<file path="src/rtl/matmul_entry_engine.sv">
// Dot-product datapath for the matmul controller: walks an 8-entry A/B buffer, product registered 1 cycle after issue, summed the next.
// No backpressure: host writes outside IDLE/HOLD are dropped with a wr_drop pulse; controller protocol slips set a sticky seq_error.
module matmul_entry_engine #(
  parameter int DATA_W    = 8,
  parameter int N_ENTRIES = 8,
  parameter int ACC_W     = 2*DATA_W+3
) (
  input  logic              clock,
  input  logic              reset,
  input  logic              wr_en,
  input  logic [2:0]        wr_addr,
  input  logic [DATA_W-1:0] wr_a,
  input  logic [DATA_W-1:0] wr_b,
  input  logic              multiply_matrix,
  input  logic              load_matrix,
  input  logic              add,
  input  logic              done,
  output logic [3:0]        entry_count,
  output logic [ACC_W-1:0]  result,
  output logic              result_valid,
  output logic              busy,
  output logic              seq_error,
  output logic              wr_drop
);

  localparam int IDX_W = $clog2(N_ENTRIES);

  typedef enum logic [1:0] {IDLE, RUN, SUM, HOLD} state_t;

  state_t              state, state_nxt;
  logic [DATA_W-1:0]   mem_a [N_ENTRIES];
  logic [DATA_W-1:0]   mem_b [N_ENTRIES];
  logic [IDX_W-1:0]    idx;
  logic                issued_all;
  logic [2*DATA_W-1:0] prod_q;
  logic                prod_v;
  logic [ACC_W-1:0]    partial;

  logic issue, load_result, set_err, set_valid, clr_valid, clr_run, wr_ok;

  always_ff @(posedge clock) begin
    if (reset) state <= IDLE;
    else       state <= state_nxt;
  end

  always_comb begin
    state_nxt   = state;
    issue       = 1'b0;
    load_result = 1'b0;
    set_err     = 1'b0;
    set_valid   = 1'b0;
    clr_valid   = 1'b0;
    wr_ok       = wr_en && (state == IDLE || state == HOLD);
    case (state)
      IDLE: begin
        if (done) set_err = 1'b1;
        if (multiply_matrix && load_matrix) begin
          issue     = 1'b1;
          state_nxt = RUN;
        end
      end
      RUN: begin
        if (done) set_err = 1'b1;
        if (add) begin
          if (issued_all) begin
            load_result = 1'b1;
            state_nxt   = SUM;
          end else begin
            set_err   = 1'b1;
            state_nxt = IDLE;
          end
        end else if (!multiply_matrix) begin
          // Once every entry is issued the controller may idle before add.
          if (!issued_all) begin
            set_err   = 1'b1;
            state_nxt = IDLE;
          end
        end else if (load_matrix && !issued_all) begin
          issue = 1'b1;
        end
      end
      SUM: begin
        if (done) begin
          set_valid = 1'b1;
          state_nxt = HOLD;
        end
      end
      HOLD: begin
        if (!done) begin
          clr_valid = 1'b1;
          state_nxt = IDLE;
        end
      end
      default: state_nxt = IDLE;
    endcase
    // Clearing on entry keeps idx/partial at zero for the whole IDLE stay.
    clr_run = (state_nxt == IDLE);
  end

  always_ff @(posedge clock) begin
    if (reset) begin
      for (int i = 0; i < N_ENTRIES; i++) begin
        mem_a[i] <= '0;
        mem_b[i] <= '0;
      end
      idx          <= '0;
      issued_all   <= 1'b0;
      prod_q       <= '0;
      prod_v       <= 1'b0;
      partial      <= '0;
      result       <= '0;
      result_valid <= 1'b0;
      seq_error    <= 1'b0;
      wr_drop      <= 1'b0;
    end else begin
      wr_drop <= wr_en && !wr_ok;
      if (wr_ok) begin
        mem_a[wr_addr] <= wr_a;
        mem_b[wr_addr] <= wr_b;
      end

      if (set_err) seq_error <= 1'b1;

      if (set_valid)      result_valid <= 1'b1;
      else if (clr_valid) result_valid <= 1'b0;

      if (load_result) result <= partial + (prod_v ? ACC_W'(prod_q) : '0);

      if (issue) begin
        prod_q <= mem_a[idx] * mem_b[idx];
        prod_v <= 1'b1;
        if (idx == IDX_W'(N_ENTRIES-1)) issued_all <= 1'b1;
        else                            idx        <= idx + 1'b1;
      end else begin
        prod_v <= 1'b0;
      end

      if (clr_run) begin
        idx        <= '0;
        issued_all <= 1'b0;
        prod_v     <= 1'b0;
        partial    <= '0;
      end else if (prod_v) begin
        partial <= partial + ACC_W'(prod_q);
      end
    end
  end

  assign entry_count = 4'(idx);
  assign busy        = (state == RUN) || (state == SUM);

endmodule

</file>
<file path="config.mk">
export PLATFORM = sky130hd
export DESIGN_NAME = matmul_entry_engine
export DESIGN_NICKNAME = d
export VERILOG_FILES = /design/src/rtl/matmul_entry_engine.sv
export SDC_FILE = /design/constraint.sdc
export NUM_CORES = 1
export LEC_CHECK = 0
export ABC_AREA = 1
export ABC_CLOCK_PERIOD_IN_PS = 4300
export CORE_MARGIN = 5
export CORE_UTILIZATION = 40
export CTS_BUF_LIST = sky130_fd_sc_hd__clkbuf_4 sky130_fd_sc_hd__clkbuf_8
export DETAILED_ROUTE_END_ITERATION = 10
export MAX_ROUTING_LAYER = met4
export SLEW_MARGIN = 5
export SYNTH_ARGS = -nofsm -noshare
export SYNTH_HDL_FRONTEND = slang
export SYNTH_SLANG_ARGS = --single-unit
</file>
<file path="constraint.sdc">
create_clock -name clock -period 4.3 [get_ports clock]
set_input_delay 0.645 -clock clock [delete_from_list [all_inputs] [get_ports clock]]
set_output_delay 0.645 -clock clock [all_outputs]
set_load 0.05 [all_outputs]
</file>
==> impl_metrics.csv, run 1 <==
group,metric,value,unit
sta,holdWs,0.495,ns
sta,rsz0062_at_grt,"yes",
synthesis,syn_nets,1689,
power,p_switching,2.86,mW
power,leakage,6.95,nW
critical_path,critical_path_peak_fanout,15,
sta,post-route-period-util,1.08,
synthesis,yosysTopAreaCell,"edfxtp_1",
global_routing,grt_max_degree,38,
synthesis,avgSynthCellArea,8.07,µm²
drt,drc_errors,0,
sta,drv_slew,0,
power,p_int,4.21,mW
clocking,htree_levels,4,
clocking,cts_made_buffers,17,
status,violations,"negative setup slack",
clocking,cts_hold_buf,0,
global_routing,grt_pass1_wl,51400,µm
global_routing,antenna_found_initial,0,
status,outcome,"finished with violations",
finish,nFillCells,3048,
critical_path,cp_data_arrival_time,5.06,ns
sta,max_freq,0.215,GHz
job,cap_violations,0,
drt,vias,10200,
power,power_density,473,mW/mm²
finish,final_cells,2087,
hold_path,hold_path.class,"register to register",
clocking,clkSinkCount,195,
floorplan,start_util,0.407,
sta,tightest_slew,0.823,ns
critical_path,crit_type,"register to register",
clocking,clock_latency,0.50,ns
place,place_hpwl,23300,µm
global_routing,grt_use_total,0.184,
finish,antenna_cells,0,
drt,vias_per_cell,4.91,
place,place_area,0.0141,mm²
finish,seqCellArea,0.00519,mm²
drt,wl,31100,µm
power,seqPwrFrac,0.320,
place,numPortBuffers,51,
synthesis,synth_area_leaders,"edfxtp_1, dfxtp_1, nor2_1",
drt,drt_iter0_drc,684,
global_routing,gr-total-overflow,0,
sta,finClkSkew,0.0298,ns
synthesis,yosysWarningCount,0,
floorplan,coreArea,0.0307,mm²
sta,finalSetupViolations,9,
sta,max-slew-margin-rel,0.450,
synthesis,synth.yosys.seq_area_share,0.414,
floorplan,io_pins,53,
drt,wl_per_cell,14.9,µm
critical_path,end_kind,"register",
finish,multi_input_area,0.00641,mm²
power,clockPowerShare,0.169,
clocking,clockRootBuffer,"clkbuf_8",
place,globalplace.congestion,0.898,
clocking,clock_path_buffers,2,
place,dp.cells,2040,
floorplan,dieHeight,187,µm
sta,finalCriticalPeriod,4.64,ns
floorplan,floorplan.rows,64,
finish,drive_gt1_frac,0.142,
floorplan,die_w,187,µm
finish,design_area,0.0149,mm²
drt,ant_nets,0,
synthesis,synth_cell_types,40,
critical_path,required,4.71,ns
clocking,clk_transition_reported_paths,0.12,ns
synthesis,yosysTopAreaCellShare,0.307,
finish,syn_to_final_growth,19.3,%
drt,firstDrtPassIters,5,
sta,hold_viol,0,
power,switching_share,0.405,
synthesis,netlist_area,0.0125,mm²
synthesis,synth_seq_cells,195,
floorplan,dieArea,0.0349,mm²
sta,setup_slack,-0.342,ns
finish,final_nets,1816,
clocking,cts_tree,"yes",
critical_path,critPathLaunchType,"register",
power,combPwrFrac,0.511,
power,ir_drop,0.298,mV
synthesis,syn_inst,1551,
global_routing,grt_pass1_vias,10000,
[metal layers]
layer,track usage,vias to the layer above,wire (µm)
li1,-,5237,-
met1,0.243,4825,15000
met2,0.306,165,14800
met3,0.0289,18,986
met4,0.0327,0,291
met5,-,-,0
[power groups by stage]
stage	logic [mW]	registers [mW]	clock network, mW
final	3.61	2.26	1.20
after global routing	4.06	2.27	1.30
after CTS	3.46	2.26	1.23
after detailed placement	3.29	2.30	0
after global placement	3.26	2.29	0
after floorplan	2.19	2.28	0
[cell usage after synthesis, drive strengths merged]
master	count
a211oi	1
a21o	1
a21oi	55
a31oi	5
and2	2
buf	33
clkbuf	15
conb	1
dfxtp	67
edfxtp	128
fa	38
ha	74
inv	250
mux2i	25
nand2	279
nand3	73
nand3b	2
nand4	5
nor2	318
nor3	10
nor4	1
o211ai	6
o21a	8
o21ai	97
o21bai	8
o221ai	2
o22ai	23
o32ai	3
or2	1
xnor2	8
xor2	12
[stage by stage]
| step | TNS (ns) | util | total power [mW] | setup slack, ns |
|---|---|---|---|---|
| 2_1_floorplan | 0 | - | 4.47 | 0.00163 |
| 3_3_place_gp | -2.26 | 0.459 | 5.55 | -0.341 |
| 3_5_place_dp | -3.10 | 0.459 | 5.59 | -0.412 |
| 4_1_cts | -2.03 | 0.476 | 6.94 | -0.325 |
| 5_1_grt | -4.48 | 0.486 | 7.64 | -0.585 |
| 6_report | -2.15 | 0.486 | 7.06 | -0.342 |
[final cells by class]
type,count,share of cell area
clock buffer,17,0.0157
clock inverter,15,0.00980
inverter,250,0.0631
multi-input combinational,1058,0.429
sequential,195,0.347
tap,396,0.0332
timing repair buffer,156,0.102
[worst max-delay path, stage by stage (launching register included)]
cell and delay, ns:
dfxtp_4 0.44, buf_6 0.19, nor2_1 0.07, o32ai_1 0.33, o21ai_2 0.21, buf_4 0.19
nor2_2 0.12, fa_1 0.43, fa_1 0.46, fa_1 0.49, inv_1 0.05, fa_1 0.52
inv_1 0.06, ha_4 0.29, nand2_2 0.07, nor3_2 0.16, nand2_1 0.07, nand2_2 0.08
nand2_2 0.06, nand3_1 0.07, nand3_1 0.07, nand2_1 0.08, inv_1 0.03
[final timing paths]
path	slack (ns)	to	from	cells past startpoint
worst max-delay path	-0.34	prod_q[14]$_SDFFE_PP0P_	register	22
worst min-delay path	0.49	result[2]$_SDFFE_PP0P_	result[2]$_SDFFE_PP0P_	2
worst max register to register	-0.34	prod_q[14]$_SDFFE_PP0P_	register	22
worst min register to register	0.49	result[2]$_SDFFE_PP0P_	result[2]$_SDFFE_PP0P_	2
[logic make-up (layout without fill, tap and decap cells)]
| group | Yosys count | in the layout | synth area share |
|---|---|---|---|
| compound gates | 209 | 209 | 0.0974 |
| mux | 25 | 25 | 0.0200 |
| xor+xnor | 20 | 20 | 0.0140 |
| simple gates | 691 | 691 | 0.221 |
| other cells | 1 | 1 | 0.000299 |
| flops | 195 | 195 | 0.414 |
| fa+ha+maj | 112 | 112 | 0.135 |
| buf+inv | 298 | 438 | 0.0990 |
[registers in the layout, indices dropped and copies added (netlist names), named ones only]
register      cells
partial          19
prod_v            1
result           19
state             2
mem_b            64
wr_drop           1
seq_error         1
issued_all        1
idx               3
mem_a            64
prod_q           16
result_valid      1
[what timing repair did]
item,4_1_cts,5_1_grt
gates cloned,1,3
endpoints found under the hold margin,0,0
endpoints found under the setup margin,10,10
gates resized for setup,24,47
pin swaps,8,21
buffers inserted,5,6
[cell usage in the layout, fill, tap and decap left out, types with 10 or more instances in the layout]
cell and n:
a21oi_1 52, buf_12 10, buf_4 84, clkbuf_8 17, clkdlybuf4s50_1 51, dfxtp_1 65
edfxtp_1 128, fa_1 36, ha_1 68, inv_1 229, inv_2 21, mux2i_1 21
nand2_1 264, nand2_2 15, nand3_1 73, nor2_1 295, nor2_2 16, o21ai_0 64
o21ai_1 15, o21ai_2 14, o22ai_1 19, xor2_1 12
Power figures use the tool's default switching activity.
==> run 2: changes to the inputs <==
--- a/config.mk
+++ b/config.mk
@@ -16,3 +16,4 @@
 export SYNTH_ARGS = -nofsm -noshare
 export SYNTH_HDL_FRONTEND = slang
 export SYNTH_SLANG_ARGS = --single-unit
+export TNS_END_PERCENT = 1
==> run 2 against run 1 <==
  * The run still ends with negative setup slack left
  * Wire length fell by 0.77%
  * Non-clock buffer count fell by 7
  * Register-to-register slack barely moved
  * Die area did not move
  * Utilization fell by 0.70 points
  * Largest cell class unchanged
==> impl_metrics.csv, run 2 (synthesis gave the netlist of run 1 again) <==
group,metric,value,unit
status,outcome,"finished with violations",
status,violations,"negative setup slack",
critical_path,crit_family,"adder cells",
sta,tightest_slew,0.823,ns
hold_path,min_from,"result[2]$_SDFFE_PP0P_",
critical_path,max_stage_delay,0.54,ns
sta,max-slew-margin-rel,0.450,
place,globalplace.congestion,0.898,
finish,top_regs,"mem_a: 64 flops, mem_b: 64 flops",
drt,vias,10200,
floorplan,coreArea,0.0307,mm²
clocking,cts_made_buffers,17,
sta,holdWs,0.490,ns
drt,drt_iter0_drc,673,
sta,hold_viol,0,
sta,rsz0062_at_grt,"yes",
critical_path,required,4.72,ns
sta,drv_slew,0,
place,place_hpwl,23300,µm
global_routing,antenna_found_initial,0,
sta,setup_slack,-0.335,ns
critical_path,critPathSlowestCell,"fa_1",
finish,multi_input_area,0.00630,mm²
finish,final_common_cell,"nor2_1",
floorplan,start_util,0.407,
global_routing,grt_pass1_vias,9975,
global_routing,gr-total-overflow,0,
finish,nFillCells,3078,
drt,vias_per_cell,4.89,
clocking,clk_transition_reported_paths,0.12,ns
floorplan,io_pins,53,
critical_path,end_kind,"register",
hold_path,hold_path.class,"register to register",
sta,finClkSkew,0.0296,ns
finish,syn_to_final_growth,17.6,%
finish,final_nets,1809,
floorplan,dieArea,0.0349,mm²
global_routing,grt_pass1_wl,51300,µm
drt,firstDrtPassIters,5,
critical_path,crit_type,"register to register",
clocking,clkSinkCount,195,
floorplan,dieHeight,187,µm
sta,finalSetupViolations,9,
critical_path,cp_data_arrival_time,5.05,ns
clocking,htree_levels,4,
job,cap_violations,0,
power,power_density,467,mW/mm²
critical_path,critPathLaunchType,"register",
finish,final_cell_mix,"nor2_1, nand2_1, inv_1",
power,ir_drop,0.290,mV
clocking,cts_tree,"yes",
sta,max_freq,0.216,GHz
place,dp.cells,2040,
drt,ant_nets,0,
finish,seqCellArea,0.00519,mm²
drt,wl_per_cell,14.8,µm
global_routing,grt_max_degree,38,
drt,drc_errors,0,
floorplan,floorplan.rows,64,
sta,post-route-period-util,1.08,
critical_path,critical_path_peak_fanout,6,
drt,wl,30800,µm
global_routing,grt_use_total,0.184,
critical_path,crit_chain,"clkbuf_16, o21ai_0, o22ai_1, inv_1, o21ai_2, nand2_1, fa_1, fa_1, inv_1, fa_1, inv_1, fa_1, inv_2, ha_4, a21oi_4, nor2_1, nor2_1, nand2_2, nand2_2, nand2_1, nand2_1, nand3_1, nand2_1, inv_1",
critical_path,cp.buffers_inverters,6,
clocking,clock_path_buffers,2,
finish,final_cells,2080,
place,place_ws,-0.412,ns
place,numPortBuffers,51,
clocking,clock_latency,0.51,ns
finish,antenna_cells,0,
finish,drive_gt1_frac,0.126,
clocking,clockRootBuffer,"clkbuf_8",
floorplan,die_w,187,µm
power,leakage,6.89,nW
sta,finalCriticalPeriod,4.63,ns
-- run 2: layer usage --
layer / share of wire / global-route usage
met1: 0.48 / 0.244
met4: 0.0088 / 0.0327
met5: 0 / -
met3: 0.034 / 0.0289
met2: 0.47 / 0.304
-- run 2: final cells by class --
class                           instances  area share
Clock buffer                           17      0.0159
Tap cell                              396      0.0337
Clock inverter                         15     0.00994
Inverter                              250      0.0637
Timing Repair Buffer                  149      0.0962
Sequential cell                       195       0.352
Multi-Input combinational cell       1058       0.428
-- run 2: worst paths after layout --
kind | slack (ns) | to | cells after the start
max | -0.33 | prod_q[14]$_SDFFE_PP0P_ | 24
min | 0.49 | result[2]$_SDFFE_PP0P_ | 2
max reg2reg | -0.33 | prod_q[14]$_SDFFE_PP0P_ | 24
min reg2reg | 0.49 | result[2]$_SDFFE_PP0P_ | 2
-- run 2: per-stage QoR --
step                utilization  TNS [ns]  cell area, µm²  total power [mW]
global route              0.479     -4.81           14700              7.45
global placement          0.459     -2.26           14100              5.55
floorplan                     -         0           12600              4.47
CTS                       0.474     -2.16           14600              6.87
finish                    0.479     -2.20           14700              6.88
detailed placement        0.459     -3.10           14100              5.59
-- run 2: repair_timing --
action,CTS,global route
gates resized for setup,14,22
gates cloned,1,1
buffers inserted,2,4
endpoints found under the hold margin,0,0
pin swaps,4,13
setup endpoints to repair,10,10
hold buffers,0,0
-- run 2: where the power goes --
| group | total (mW) | switching [mW] | leakage, nW | internal, mW |
|---|---|---|---|---|
| Clock | 1.20 | 0.769 | 0.202 | 0.429 |
| Combinational | 3.42 | 1.90 | 4.82 | 1.53 |
| Sequential | 2.26 | 0.115 | 1.87 | 2.14 |
-- run 2: worst register-to-register path: stages (launching register included) --
cell and delay (ns):
dfxtp_4 0.44, clkbuf_16 0.18, o21ai_0 0.08, o22ai_1 0.23, inv_1 0.08, o21ai_2 0.21
nand2_1 0.12, fa_1 0.54, fa_1 0.55, inv_1 0.05, fa_1 0.52, inv_1 0.05
fa_1 0.48, inv_2 0.05, ha_4 0.25, a21oi_4 0.15, nor2_1 0.05, nor2_1 0.11
nand2_2 0.08, nand2_2 0.07, nand2_1 0.05, nand2_1 0.06, nand3_1 0.06, nand2_1 0.08
inv_1 0.03
==> run 3: changes to the inputs <==
--- a/config.mk
+++ b/config.mk
@@ -10,9 +10,10 @@
 export CORE_MARGIN = 5
 export CORE_UTILIZATION = 40
 export CTS_BUF_LIST = sky130_fd_sc_hd__clkbuf_4 sky130_fd_sc_hd__clkbuf_8
+export CTS_CLUSTER_DIAMETER = 80
 export DETAILED_ROUTE_END_ITERATION = 10
 export MAX_ROUTING_LAYER = met4
-export SLEW_MARGIN = 5
+export SLEW_MARGIN = 20
 export SYNTH_ARGS = -nofsm -noshare
 export SYNTH_HDL_FRONTEND = slang
 export SYNTH_SLANG_ARGS = --single-unit
==> results of run 3 <==
Same layout as run 2: the final DEF is identical, and so are final timing and power.
